--- src/rtl/uart_pkg.sv ---
// Shared definitions for the UART transmit arbiter: FSM encoding, default
// byte width and launch-timeout counter width.
package uart_pkg;

  typedef enum logic [1:0] {
    IDLE   = 2'b00,
    LAUNCH = 2'b01,
    ACTIVE = 2'b10,
    DONE   = 2'b11
  } arb_state_t;

  localparam int unsigned UART_DATA_WIDTH = 8;
  localparam int unsigned TMO_CNT_W       = 16;

endpackage

--- src/rtl/uart_tx_arb_rr_picker.sv ---
// Combinational round-robin selector: first active request after ptr,
// wrapping modulo NUM_REQ. Reusable for any shared peripheral.
module rr_picker #(
  parameter int unsigned NUM_REQ   = 4,
  parameter int unsigned IDX_WIDTH = $clog2(NUM_REQ)
) (
  input  logic [NUM_REQ-1:0]   req,
  input  logic [IDX_WIDTH-1:0] ptr,
  output logic [NUM_REQ-1:0]   gnt,
  output logic [IDX_WIDTH-1:0] idx,
  output logic                 valid
);

  // Scan from lowest to highest priority so the last hit (ptr+1) wins.
  always_comb begin
    gnt   = '0;
    idx   = '0;
    valid = 1'b0;
    for (int unsigned i = 0; i < NUM_REQ; i++) begin
      logic [IDX_WIDTH-1:0] k;
      k = IDX_WIDTH'((32'(ptr) + NUM_REQ - i) % NUM_REQ);
      if (req[k]) begin
        gnt    = '0;
        gnt[k] = 1'b1;
        idx    = k;
        valid  = 1'b1;
      end
    end
  end

endmodule

--- src/rtl/uart_tx_arb.sv ---
// Round-robin arbiter sharing one UART transmitter among NUM_REQ byte sources.
// Define UART_TX_ARB_TIMEOUT_EN to abort launches that never see tx_busy.
module uart_tx_arb
  import uart_pkg::*;
#(
  parameter int unsigned NUM_REQ        = 4,
  parameter int unsigned DATA_WIDTH     = UART_DATA_WIDTH,
  parameter int unsigned IDX_WIDTH      = $clog2(NUM_REQ),
  parameter int unsigned LAUNCH_TIMEOUT = 65535
) (
  input  logic                          clk,
  input  logic                          rstn,
  input  logic [NUM_REQ-1:0]            req_i,
  input  logic [NUM_REQ*DATA_WIDTH-1:0] data_i,
  output logic [NUM_REQ-1:0]            grant_o,
  output logic [NUM_REQ-1:0]            ack_o,
  output logic                          err_o,
  output logic                          busy_o,
  output logic                          tx_start,
  output logic [DATA_WIDTH-1:0]         tx_data,
  input  logic                          tx_busy
);

  if (NUM_REQ < 2 || NUM_REQ > 16 || LAUNCH_TIMEOUT < 1 ||
      LAUNCH_TIMEOUT >= (1 << TMO_CNT_W)) begin : g_bad_cfg
    $error("uart_tx_arb: illegal NUM_REQ or LAUNCH_TIMEOUT");
  end

  localparam logic [IDX_WIDTH-1:0] PTR_RST = IDX_WIDTH'(NUM_REQ - 1);

  arb_state_t             state_q, state_d;
  logic [IDX_WIDTH-1:0]   ptr_q, ptr_d;
  logic [IDX_WIDTH-1:0]   idx_q, idx_d;
  logic [NUM_REQ-1:0]     grant_q, grant_d;
  logic [NUM_REQ-1:0]     ack_q, ack_d;
  logic                   start_q, start_d;
  logic [DATA_WIDTH-1:0]  data_q, data_d;

  logic [NUM_REQ-1:0]     pick_gnt;
  logic [IDX_WIDTH-1:0]   pick_idx;
  logic                   pick_valid;

`ifdef UART_TX_ARB_TIMEOUT_EN
  localparam logic [TMO_CNT_W-1:0] TMO_LAST = TMO_CNT_W'(LAUNCH_TIMEOUT - 1);
  logic [TMO_CNT_W-1:0] cnt_q, cnt_d;
  logic                 err_q, err_d;
`endif

  rr_picker #(
    .NUM_REQ   (NUM_REQ),
    .IDX_WIDTH (IDX_WIDTH)
  ) u_picker (
    .req   (req_i),
    .ptr   (ptr_q),
    .gnt   (pick_gnt),
    .idx   (pick_idx),
    .valid (pick_valid)
  );

  always_comb begin
    state_d = state_q;
    ptr_d   = ptr_q;
    idx_d   = idx_q;
    grant_d = grant_q;
    ack_d   = '0;
    start_d = start_q;
    data_d  = data_q;
`ifdef UART_TX_ARB_TIMEOUT_EN
    cnt_d   = cnt_q;
    err_d   = 1'b0;
`endif
    unique case (state_q)
      IDLE: begin
        if (pick_valid) begin
          grant_d = pick_gnt;
          idx_d   = pick_idx;
          data_d  = DATA_WIDTH'(data_i >> (32'(pick_idx) * DATA_WIDTH));
          start_d = 1'b1;
          state_d = LAUNCH;
`ifdef UART_TX_ARB_TIMEOUT_EN
          cnt_d   = '0;
`endif
        end
      end
      LAUNCH: begin
        if (tx_busy) begin
          start_d = 1'b0;
          state_d = ACTIVE;
        end
`ifdef UART_TX_ARB_TIMEOUT_EN
        // Abort releases the grant without ack but still rotates priority.
        else if (cnt_q == TMO_LAST) begin
          start_d = 1'b0;
          grant_d = '0;
          err_d   = 1'b1;
          ptr_d   = idx_q;
          state_d = IDLE;
        end else begin
          cnt_d = cnt_q + 1'b1;
        end
`endif
      end
      ACTIVE: begin
        if (!tx_busy) begin
          ack_d   = grant_q;
          state_d = DONE;
        end
      end
      DONE: begin
        grant_d = '0;
        ptr_d   = idx_q;
        state_d = IDLE;
      end
      default: state_d = IDLE;
    endcase
  end

  always_ff @(posedge clk or negedge rstn) begin
    if (!rstn) begin
      state_q <= IDLE;
      ptr_q   <= PTR_RST;
      idx_q   <= '0;
      grant_q <= '0;
      ack_q   <= '0;
      start_q <= 1'b0;
      data_q  <= '0;
`ifdef UART_TX_ARB_TIMEOUT_EN
      cnt_q   <= '0;
      err_q   <= 1'b0;
`endif
    end else begin
      state_q <= state_d;
      ptr_q   <= ptr_d;
      idx_q   <= idx_d;
      grant_q <= grant_d;
      ack_q   <= ack_d;
      start_q <= start_d;
      data_q  <= data_d;
`ifdef UART_TX_ARB_TIMEOUT_EN
      cnt_q   <= cnt_d;
      err_q   <= err_d;
`endif
    end
  end

  assign grant_o  = grant_q;
  assign ack_o    = ack_q;
  assign busy_o   = (state_q != IDLE);
  assign tx_start = start_q;
  assign tx_data  = data_q;
`ifdef UART_TX_ARB_TIMEOUT_EN
  assign err_o    = err_q;
`else
  assign err_o    = 1'b0;
`endif

endmodule
--- config.mk ---
export PLATFORM = sky130hd
export DESIGN_NAME = uart_tx_arb
export DESIGN_NICKNAME = d
export VERILOG_FILES = /design/src/rtl/uart_pkg.sv /design/src/rtl/uart_tx_arb_rr_picker.sv /design/src/rtl/uart_tx_arb.sv
export SDC_FILE = /design/constraint.sdc
export NUM_CORES = 1
export LEC_CHECK = 0
export CAP_MARGIN = 25
export CORE_ASPECT_RATIO = 0.7
export CORE_UTILIZATION = 35
export DETAILED_ROUTE_END_ITERATION = 8
export PLACE_DENSITY = 0.65
export SYNTH_ARGS = -nofsm -noshare
export SYNTH_HDL_FRONTEND = slang
export SYNTH_SLANG_ARGS = --single-unit
--- constraint.sdc ---
create_clock -name clk -period 6.3 [get_ports clk]
set_input_delay 1.26 -clock clk [delete_from_list [all_inputs] [get_ports clk]]
set_output_delay 1.26 -clock clk [all_outputs]
set_load 0.05 [all_outputs]
== After elaboration in Yosys (flattened, before gate mapping) ==
Index checks and enable logic that the tools add are counted.

* Add/subtract/negate cells: 4
* $lt $le $gt $ge: 8
* Equality and inequality tests: 6
* Shifts and indexed selects: 1
* Mux-type cells: 39
* Reductions and logical operators: 12

{| class="wikitable"
|+ Operators by type and width
! operator !! count
|-
| 32-bit by 5-bit right shift with 8-bit output || 1
|-
| 4-bit two-way mux || 7
|-
| 1-bit two-way mux || 14
|-
| 2-bit two-way mux || 7
|-
| 2-bit by 3-bit < comparator with 1-bit output (second input constant) || 4
|-
| 1-bit binary-select mux with 2-bit select || 4
|-
| 1-bit demux with 2-bit select || 4
|-
| 2-bit by 1-bit greater-or-equal comparator with 1-bit output (second input constant) || 4
|-
| 2-bit case mux with 4 select lines || 1
|-
| 4-bit case mux with 2 select lines || 1
|-
| 2-bit inequality test (second input constant) || 3
|-
| 3-bit AND reduction || 2
|-
| 2-bit nonzero test || 3
|-
| 2-bit == test (second input constant) || 2
|-
| 1-bit logical AND || 4
|-
| 2-bit AND reduction || 2
|-
| 2-bit subtractor (second input constant) || 2
|-
| 2-bit by 1-bit adder with 2-bit output (second input constant) || 1
|-
| 2-bit by 1-bit == test with 1-bit output (second input constant) || 1
|-
| 2-bit logical NOT || 1
|-
| 1-bit case mux with 2 select lines || 1
|-
| 2-bit by 1-bit subtractor with 2-bit output (second input constant) || 1
|}

* Register bits after elaboration: 23
* Output and inout bits: 19
* Word-level logic and storage cells: 77

== Depth between registers and ports, before layout ==
* Depth in word-level cells: 11
* Gate-level depth with buffers: 11
* Gate-level depth less buffers: 8

== By module ==
Synthesis repeated with hierarchy kept, for this count alone.

* Cells, all modules: 179
* Area, all modules: 1736.7 um^2

{| class="wikitable"
|+ By module, submodules not included
! module !! instances !! cells an instance !! area each (um^2) !! seq. area each (um^2)
|-
| uart_tx_arb || 1 || 110 || 1204.9 || 578.1
|-
| rr_picker || 1 || 69 || 531.8 || 0.0
|}

== Least setup slack after synthesis ==
Ideal clock, no wire load.

* Kind: input to register
* From: input port req_i[1]
* To: register data_q[1] (netlist: tx_data[1])
* Library setup time: 0.141 ns
* Data arrival time: 2.794 ns
* Data required time: 6.159 ns
* Path slack: 3.364 ns
* Cell stages on the path: 8
* Cells stage by stage: buf_2 > mux4_2 > a21oi_2 > nor2_2 > nor2_8 > buf_12 > mux2i_1 > o221ai_1

* Cells in the longest elaborated chain, start to end: 7
* Elaborated cells on any way between the ends: 18

{| class="wikitable"
|+ RTL lines
! element !! line !! source
|-
| start: declaration || uart_tx_arb.sv:13 || <nowiki>input logic [NUM_REQ-1:0] req_i,</nowiki>
|-
| 1-bit binary-select mux with 2-bit select || uart_tx_arb_rr_picker.sv:22 || <nowiki>if (req[k]) begin</nowiki>
|-
| 1-bit two-way mux (not written as such) || uart_tx_arb_rr_picker.sv:22 ||
|-
| 2-bit two-way mux / 1-bit two-way mux (equally long branches) (4 in series) || uart_tx_arb_rr_picker.sv:22 ||
|-
| 32-bit by 5-bit right shift with 8-bit output / 2-bit AND reduction (equally long branches) || -- ||
|-
| end signal: assignment || uart_tx_arb.sv:138 || <nowiki>data_q <= data_d;</nowiki>
|-
| end: declaration || uart_tx_arb.sv:37 || <nowiki>logic [DATA_WIDTH-1:0] data_q, data_d;</nowiki>
|}

Several ways; a longest one is shown, not always the timed one. The select of a mux whose other input is x is not followed.
A chain may end at the register's enable or synchronous reset.

== Worst setup path in the final report ==
* From: input port req_i[3]
* To: register data_q[3] (netlist: tx_data[3])

The elaborated chain is that of the path after synthesis.

==> metrics.cfg <==
[worst_setup_path]
worstPathRequired_ns=6.43
arrival_ns=3.61
critical_path.slowest_cell=nor4_1
end_kind=register
cp_num_buf_inv=1
critPathKind=in2reg
cpLargestDelayFamily=simple AND/OR/NAND/NOR gates
path_cells=clkdlybuf4s50_1 -> nor4_1 -> nand2b_1 -> nand3b_1 -> o221ai_1
critical_path_peak_fanout=15
worst_setup_path_start_kind=input pin
cpPeakStageDelay_ns=0.64

[clocking]
hold_buffers=0
tritoncts=yes
clk_latency_ns=0.26
path_clk_slew_ns=0.08
cts-htree-levels=1
cts_setup_buffers=0
root_buffer=clkbuf_8
cts_resized=0
clock_path_buffers=2
cts_sinks=23
numCtsBuffers=3

[routing]
num_vias=1389
wirelength_mm=3.88
ant_nets=0
wl_per_cell_um=14.5
drt-pass1-iter-count=5
first_iter_violations=115
viasPerCell=5.18
remaining_drc_errors=0

[yosys]
syn_area_per_cell_um2=10.1
syn_nets=208
synth_edf_count=0
netlist-cell-type-count=40
ys_seq_area_share_pct=35.8
syn_area_um2=1620
synth-seq-cells=23
synthFlopType=dfrtp_1
netlist_instances=160
synthArstFlopShare_pct=100
ys_warn_count=0

[cells_and_area]
multi_input_area_um2=953
areaGrowthSynthToFinish_pct=39.0
most-common-layout-cells=clkdlybuf4s50_1 (56), mux2i_1 (21), dfrtp_1 (21)
final_common_cell=clkdlybuf4s50_1
utilization_pct=51.3
drive_above_1_share_pct=7.04
instances_no_fill=268
fin_area_um2=2240
seqCellArea_um2=578
n_antenna_cell=0
fin_nets=262
nFillCells=405

[power]
p_clk_share_pct=8.6
switching_power_uw=538
power_leakage_nw=0.955
power.density_nw_per_um2=484
combinationalPowerShare_pct=66.8
power_frac_seq_pct=24.6
max-vdd-ir-drop_mv=0.237
p_int_uw=549
switching_share_pct=49.5

[global_route]
grt_max_degree=16
antenna_found_initial=0
grt_pass1_wl_mm=6.35
grtUsageTotal_pct=16.6
grt_overflow=0
grt_pass1_vias=1209

[placed_design]
io_buffers=56
placed_area_um2=2200
hpwl_mm=3.06
finalWeightedCongestion=0.813
dpl.cell_count=264

[job]
maxCapViolations=0

[timing]
tightest_slew_ns=0.673
fmax_mhz=287
hold_slack_ns=0.485
setup_tns_ns=0
hold_viol_final=0
fin_crit_ns=3.48
finalSetupViolations=0
rsz0062_at_grt=false
slew_viol_final=0
fin_crit_sh_pct=55.3
fin_worst_skew_ns=0.00178
max_slew_margin_pct=54.7

[floorplan]
die_w_um=83.2
die-area_um2=4900
die_h_um=58.8
core_area_um2=4380
fp-row-count=20
initial_core_util_pct=36.9
ios=58

[worst_hold_path]
hp-class=reg2reg

[outcome]
outcome=complete, no violations

[synthesized netlist by cell type (2+ instances only)]
library cell   n  share of area (%)
nand3b_1       2               0.93
dfstp_2        2                3.3
nor2_1         5                1.2
nand3_1        3               0.93
a22oi_1        4                1.9
mux2_2         2                1.4
inv_1          5                1.2
o31ai_1        5                2.3
buf_2          3               0.93
mux2i_1       21                 13
nand2_1       19                4.4
dfrtp_1       21                 33
clkbuf_1       2               0.46
nor2b_1        6                2.3
a221oi_1       5                2.7
nand2b_1       3                1.2
o221ai_1       8                4.3
ha_1           9                7.0
o21ai_0        8                2.5
and2_1         4                1.5
a21oi_1        3               0.93
mux4_2         2                2.8
[worst reg2reg max path: cells and delay by family, from the launching register on]
family                   cells  cell delay (ns)
AO/OA/AOI/OAI                2             0.42
adder cells (fa/ha/maj)      1             0.55
buffers and inverters        1             0.33
flip-flops                   1             0.71
multiplexers                 2             0.71
AND/OR/NAND/NOR              1             0.31
[kinds of logic after synthesis]
group,Yosys count,synth area share (%)
flops,23,35.8
simple gates,47,15.3
fa+ha+maj,9,6.97
compound gates,41,19.3
mux,25,17.2
buf+inv,14,5.19
other cells,1,0.232
[path summary, 6_finish.rpt]
path | start | end | slack [ns] | depth (start not counted)
worst min-delay path | idx_q[0]$_DFFE_PN0P_ | idx_q[0]$_DFFE_PN0P_ | 0.49 | 2
worst max-delay path | req_i[3] | tx_data[3]$_DFFE_PN0P_ | 2.82 | 5
worst max register to register | ptr_q[0]$_DFFE_PN1P_ | tx_data[6]$_DFFE_PN0P_ | 3.14 | 7
worst min register to register | idx_q[0]$_DFFE_PN0P_ | idx_q[0]$_DFFE_PN0P_ | 0.49 | 2
min in group asynchronous | rstn | grant_o[3]$_DFFE_PN0P_ | 1.31 | 1
max in group asynchronous | rstn | ptr_q[1]$_DFFE_PN1P_ | 4.45 | 2
[registers in the layout, indices dropped and copies added, names as in the netlist]
name	count
tx_data	8
ack_o	4
grant_o	4
idx_q	2
ptr_q	2
state_q	2
tx_start	1
[per-layer routing]
layer	vias up	GRT usage [%]	routed length, um
met3	2	3.37	183
met2	43	22.1	1600
li1	702	-	-
met5	-	0	0
met4	0	2.96	18
met1	642	27.1	2080
[through the flow]
stage / worst slack, ns / power (mW)
floorplan: 3.36 / 0.818
global placement: 2.65 / 0.988
detailed placement: 2.52 / 0.996
CTS: 2.83 / 1.09
global route: 2.58 / 1.17
finish: 2.82 / 1.09
[layout make-up]
class / count / area share, %
clock inverters: 1 / 0.223
well taps: 55 / 3.07
inverters: 6 / 1.00
repair buffers: 57 / 25.6
multi-input cells: 123 / 42.5
clock buffers: 3 / 1.84
flip-flops and latches: 23 / 25.8
[power groups by stage]
stage | clock network [mW] | registers (mW) | logic [mW]
finish | 0.0933 | 0.268 | 0.726
global route | 0.104 | 0.276 | 0.791
CTS | 0.0982 | 0.267 | 0.729
detailed placement | 0 | 0.270 | 0.727
global placement | 0 | 0.269 | 0.719
floorplan | 0 | 0.371 | 0.448
(Power assumes the default switching activity.)
